<file path="src/rtl/freq_div_multi.sv">
// Multi-channel programmable clock divider with deferred divisor
// load, global sync restart and registered divided-clock/tick outputs.
module freq_div_multi #(
  parameter int CH      = 4,
  parameter int DIV_W   = 8,
  parameter int DEF_DIV = 6,
  parameter int CH_W    = (CH > 1) ? $clog2(CH) : 1
) (
  input  logic             clk,
  input  logic             rst,
  input  logic [CH-1:0]    en,
  input  logic             sync,
  input  logic             load,
  input  logic [CH_W-1:0]  load_ch,
  input  logic [DIV_W-1:0] load_div,
  output logic [CH-1:0]    clk_div,
  output logic [CH-1:0]    tick,
  output logic [CH-1:0]    pend,
  output logic             load_err
);

  localparam logic [DIV_W-1:0] DEF = DIV_W'(DEF_DIV);
  localparam logic [DIV_W-1:0] ONE = DIV_W'(1);
  localparam logic [DIV_W-1:0] TWO = DIV_W'(2);

  logic [CH-1:0] sel;
  logic          div_ok;
  logic          load_ok;

  // one-hot decode; out-of-range channels decode to all zeros
  always_comb begin
    sel = '0;
    for (int i = 0; i < CH; i++) begin
      sel[i] = (load_ch == CH_W'(i));
    end
  end

  assign div_ok  = (load_div >= TWO);
  assign load_ok = load & div_ok & (|sel);

  always_ff @(posedge clk or negedge rst) begin
    if (!rst) begin
      load_err <= 1'b0;
    end else begin
      load_err <= load & ~load_ok;
    end
  end

  for (genvar g = 0; g < CH; g++) begin : g_ch
    logic [DIV_W-1:0] cnt;
    logic [DIV_W-1:0] cnt_n;
    logic [DIV_W-1:0] act;
    logic [DIV_W-1:0] act_n;
    logic [DIV_W-1:0] pdiv;
    logic [DIV_W-1:0] pdiv_n;
    logic [DIV_W-1:0] d_app;
    logic             pnd;
    logic             pnd_n;
    logic             run;
    logic             ld;
    logic             wrap;
    logic             idle;
    logic             start;
    logic             wr;
    logic             step;
    logic             cdiv_q;
    logic             cdiv_n;
    logic             tick_q;
    logic             tick_n;

    assign ld    = load_ok & sel[g];
    assign d_app = pnd ? pdiv : act;
    assign wrap  = (cnt == act - ONE);

    // disabled or sync: boundary; first enabled edge: start period
    assign idle  = ~en[g] | sync;
    assign start = en[g] & ~sync & ~run;
    assign wr    = en[g] & ~sync & run & wrap;
    assign step  = en[g] & ~sync & run & ~wrap;

    always_comb begin
      cnt_n  = cnt;
      act_n  = act;
      pdiv_n = pdiv;
      pnd_n  = pnd;
      unique case (1'b1)
        idle: begin
          cnt_n = '0;
          act_n = d_app;
          pnd_n = 1'b0;
        end
        start: begin
          cnt_n = '0;
        end
        wr: begin
          cnt_n = '0;
          pnd_n = 1'b0;
          act_n = ld ? load_div : d_app;
        end
        step: begin
          cnt_n = cnt + ONE;
        end
        default: begin
          cnt_n = cnt;
        end
      endcase
      // a load on a wrap edge bypassed pend above
      if (ld && !wr) begin
        pdiv_n = load_div;
        pnd_n  = 1'b1;
      end
    end

    assign cdiv_n = en[g] & (cnt_n < (act_n >> 1));
    assign tick_n = en[g] & (cnt_n == act_n - ONE);

    always_ff @(posedge clk or negedge rst) begin
      if (!rst) begin
        cnt    <= '0;
        act    <= DEF;
        pdiv   <= DEF;
        pnd    <= 1'b0;
        run    <= 1'b0;
        cdiv_q <= 1'b0;
        tick_q <= 1'b0;
      end else begin
        cnt    <= cnt_n;
        act    <= act_n;
        pdiv   <= pdiv_n;
        pnd    <= pnd_n;
        run    <= en[g];
        cdiv_q <= cdiv_n;
        tick_q <= tick_n;
      end
    end

    assign clk_div[g] = cdiv_q;
    assign tick[g]    = tick_q;
    assign pend[g]    = pnd;
  end

endmodule

</file>
<file path="config.mk">
export PLATFORM = sky130hd
export DESIGN_NAME = freq_div_multi
export DESIGN_NICKNAME = d
export VERILOG_FILES = /design/src/rtl/freq_div_multi.sv
export SDC_FILE = /design/constraint.sdc
export NUM_CORES = 1
export LEC_CHECK = 0
export ABC_CLOCK_PERIOD_IN_PS = 4100
export CAP_MARGIN = 0
export CORE_MARGIN = 3
export CORE_UTILIZATION = 45
export DETAILED_ROUTE_END_ITERATION = 8
export GPL_TIMING_DRIVEN = 0
export REMOVE_ABC_BUFFERS = 1
export SKIP_CTS_REPAIR_TIMING = 1
export SYNTH_ARGS = -nofsm -noshare
export SYNTH_HDL_FRONTEND = slang
export SYNTH_SLANG_ARGS = --single-unit
export TNS_END_PERCENT = 10
</file>
<file path="constraint.sdc">
create_clock -name clk -period 4.1 [get_ports clk]
set_input_delay 0.41 -clock clk [delete_from_list [all_inputs] [get_ports clk]]
set_output_delay 0.41 -clock clk [all_outputs]
set_load 0.05 [all_outputs]
</file>
==> impl_results.md <==
* First-pass GRT wire length at 31300 um
* Power Dens Cells at 534 nW/um^2
* Drt initial violations at 366
* Fin worst setup slack at 0.135 ns
* Crit path largest cell delay at 0.79 ns
* Final Non-Filler Cells at 1111
* Worst Setup EP: g_ch[2].cdiv_q$_DFF_PN0_
* Leak at 3.90 nW
* Pin count of the biggest net entering global routing at 89
* Unrepaired setup endpoints after global routing: yes
* Crit path max fanout at 18
* Clock Tree Buf Depth at 2
* Core ar. at 17500 um^2
* Fill cells at 1659
* Vias in the first global route at 6123
* Worst R2R End: g_ch[2].cdiv_q$_DFF_PN0_
* Pre-CTS setup slack at -0.495 ns
* Synth Cell Area at 8150 um^2
* Global Route met1 Usage at 0.269
* Die Area at 19800 um^2
* Clk sinks at 113
* Worst-path cell chain: clkdlybuf4s50_1 > nor4_1 > a21bo_1 > or3b_2 > nor2_1 > a21oi_1 > a221o_1 > inv_1 > ha_1 > nand2_1 > or4bb_1 > a2111oi_0 > or3_1
* Yosys top cell area share at 0.298
* Netlist cell types at 88
* Dpl hpwl at 13400 um
* Drt pass-1 iters at 5
* Crit-path slowest cell: clkdlybuf4s50_1
* Dominant cell type by area after synthesis: dfrtp_1
* Via count at 6294
* Fmax at 0.252 GHz
* DP Area at 8490 um^2
* Dominant synthesized flop cell: dfrtp_1
* Yosys reg bits at 113
* Peak VDD IR at 0.302 mV
* Worst-skew pair later-pin latency at 0.42 ns
* Share of post-route cells with drive strength above 1 at 0.144
* Width of the chip at 141 um
* Synth warnings at 0
* Worst Clk Skew at 0.00671 ns
* Clock slew at reported path FFs at 0.06 ns
* CTS tree: built
* Worst path depth at 13
* Met2 usage at 0.316
* Max-cap violations at 0
* Initial core utilization at 0.465
* Routed len/inst at 17.0 um
* DRT Wirelength at 18900 um
* Status: complete, no violations
* Synth async-reset ratio at 1.00
* Cts bufs inserted at 17
* Syn avg cell area at 9.33 um^2
* Setup-failing EPs final at 0
* Via density at 5.67
* EDFF count, synth at 0
* Crit Path Class: input port to register
* Total power at 0.00490 W
* Req. time, crit path at 4.46 ns
* Max Slew Vio Count at 0
* Reg-to-Reg Start: g_ch[2].act[1]$_DFF_PN1_
* Tmin final at 3.96 ns
* WP buf/inv at 2
* R2R Setup Slk at 0.14 ns
* Startpoint types: input port
* Port Buffers at 30
* FP Rows at 48
* Area delta synth->final at 12.5%
* Fin. Hold Viols at 0
* Top cells by area, synth: dfrtp_1 (30%), xnor2_1 (6.0%), ha_1 (5.5%)
* Htree depth at 4
* Drc violations at 0
* Nets at 927
* Die H at 141 um
* Pin slew with the least headroom to its limit at 0.871 ns
* RD Place Congestion at 0.835
* Inserted Diodes at 0
* Placed insts at 1078
* Initial antenna violation count at 0
* Worst min-delay path class: input port to async pin
* Slew HR at 0.417
* Final worst-path cycle share at 0.967
* Gr ovfl total at 0
* Final instance area at 9170 um^2
* Grt peak-use layer: met2
* GR Layer Usage met3 at 0.0307
* Root Buffer: clkbuf_16
* Number of cells produced by synthesis at 873
* Crit-path leading delay family: simple AND/OR/NAND/NOR gates
* R2R cell count at 13
* Top Ports at 31
* CP Capture Type: register
* Post-route ant nets at 0
* Worst Setup SP: load_div[1]
* Arrival time at the worst endpoint at 4.32 ns
* GRT Util Overall at 0.195
* Sequential area share after synthesis at 0.350
[per-stage QoR]
stage | setup TNS (ns) | hold slack, ns | util
floorplan | 0 | 0.114 | -
global route | -0.298 | 0.463 | 0.523
detailed placement | -2.06 | 0.299 | 0.484
global placement | -204.40 | 0.473 | 0.482
finish | 0 | 0.432 | 0.523
CTS | -0.233 | -0.145 | 0.519
[cells in the mapped netlist (11+ instances only)]
library cell,count
nand3_1,36
a31oi_1,11
nand4_1,11
nor2_1,99
nand2_1,45
dfstp_2,16
and3_1,12
buf_4,12
xor2_1,40
mux2_2,31
a21oi_1,32
dfrtp_1,97
buf_2,14
mux2i_1,32
ha_1,36
nor2b_1,12
o21ai_0,31
nor3_1,19
xnor2_1,56
clkbuf_1,22
inv_1,51
[layer usage]
layer,vias to the layer above,routed length [um]
li1,3117,-
met1,3057,9440
met2,103,8780
met3,17,445
met4,0,197
met5,-,0
[worst min-delay path by stage]
stage | startpoint | to | cells past startpoint
global placement | g_ch[1].pdiv[3]$_DFFE_PN0P_ | g_ch[1].pdiv[3]$_DFFE_PN0P_ | 2
CTS | rst | g_ch[2].cnt[4]$_DFF_PN0_ | 1
finish | rst | g_ch[2].cnt[2]$_DFF_PN0_ | 2
global route | rst | g_ch[2].cnt[4]$_DFF_PN0_ | 2
detailed placement | rst | g_ch[2].cnt[4]$_DFF_PN0_ | 1
floorplan | rst | g_ch[0].act[0]$_DFF_PN0_ | 0
[cell type report]
| cell class | instances | area [um^2] | area share |
|---|---|---|---|
| well taps | 225 | 282 | 0.0307 |
| clock buffers | 21 | 460 | 0.0502 |
| flip-flops and latches | 113 | 2850 | 0.311 |
| inverters | 56 | 210 | 0.0229 |
| repair buffers | 32 | 339 | 0.0370 |
| multi-input cells | 653 | 4870 | 0.531 |
| clock inverters | 11 | 160 | 0.0175 |
[sequential cells by signal, summed over array words and instances, names as in the netlist]
signal and cells:
g_ch.run 4, g_ch.cdiv_q 4, g_ch.tick_q 4, g_ch.act 32
load_err 1, g_ch.pdiv 32, g_ch.pnd 4, g_ch.cnt 32
[cell usage in the layout, fill, tap and decap left out, types with 6 or more instances in the layout]
master,instances
o21ai_0,31
nor2b_1,10
o21ai_1,8
a31oi_1,11
nand2_1,45
nand2b_1,7
mux2i_1,32
a221o_1,10
nor2_1,97
a221oi_2,8
dfrtp_1,97
mux2_2,31
inv_1,51
dfstp_2,16
clkbuf_16,17
a21oi_1,31
nor4_1,6
and3_1,12
clkdlybuf4s50_1,29
nand3_1,36
a21o_1,8
xnor2_1,56
nor3_1,19
ha_1,36
xor2_1,40
nand4_1,11
[cell families after synthesis]
family | after synthesis | share of synthesized area
AOI/OAI and AO/OA | 167 | 0.163
xor gates and xnor gates | 98 | 0.108
adders and majority gates | 36 | 0.0553
buffers and inverters | 107 | 0.0590
DFF | 113 | 0.350
muxes | 63 | 0.0822
and+or+nand+nor | 289 | 0.183
[worst register-to-register path, stage by stage, from the launching register on]
cell       delay, ns
dfstp_2         0.59
inv_1           0.06
ha_1            0.25
or3_1           0.38
a31oi_1         0.25
and4b_1         0.29
a21boi_2        0.17
a221o_1         0.45
inv_1           0.07
ha_1            0.23
nand2_1         0.06
or4bb_1         0.53
a2111oi_0       0.39
or3_1           0.17
[report_power, final]
group / internal, W / switching, W / total (W)
combinational: 0.000785 / 0.000992 / 0.00178
clock: 0.00104 / 0.000521 / 0.00156
sequential: 0.00132 / 0.000242 / 0.00156
total: 0.00314 / 0.00176 / 0.00490
Power figures use the tool's default switching activity.
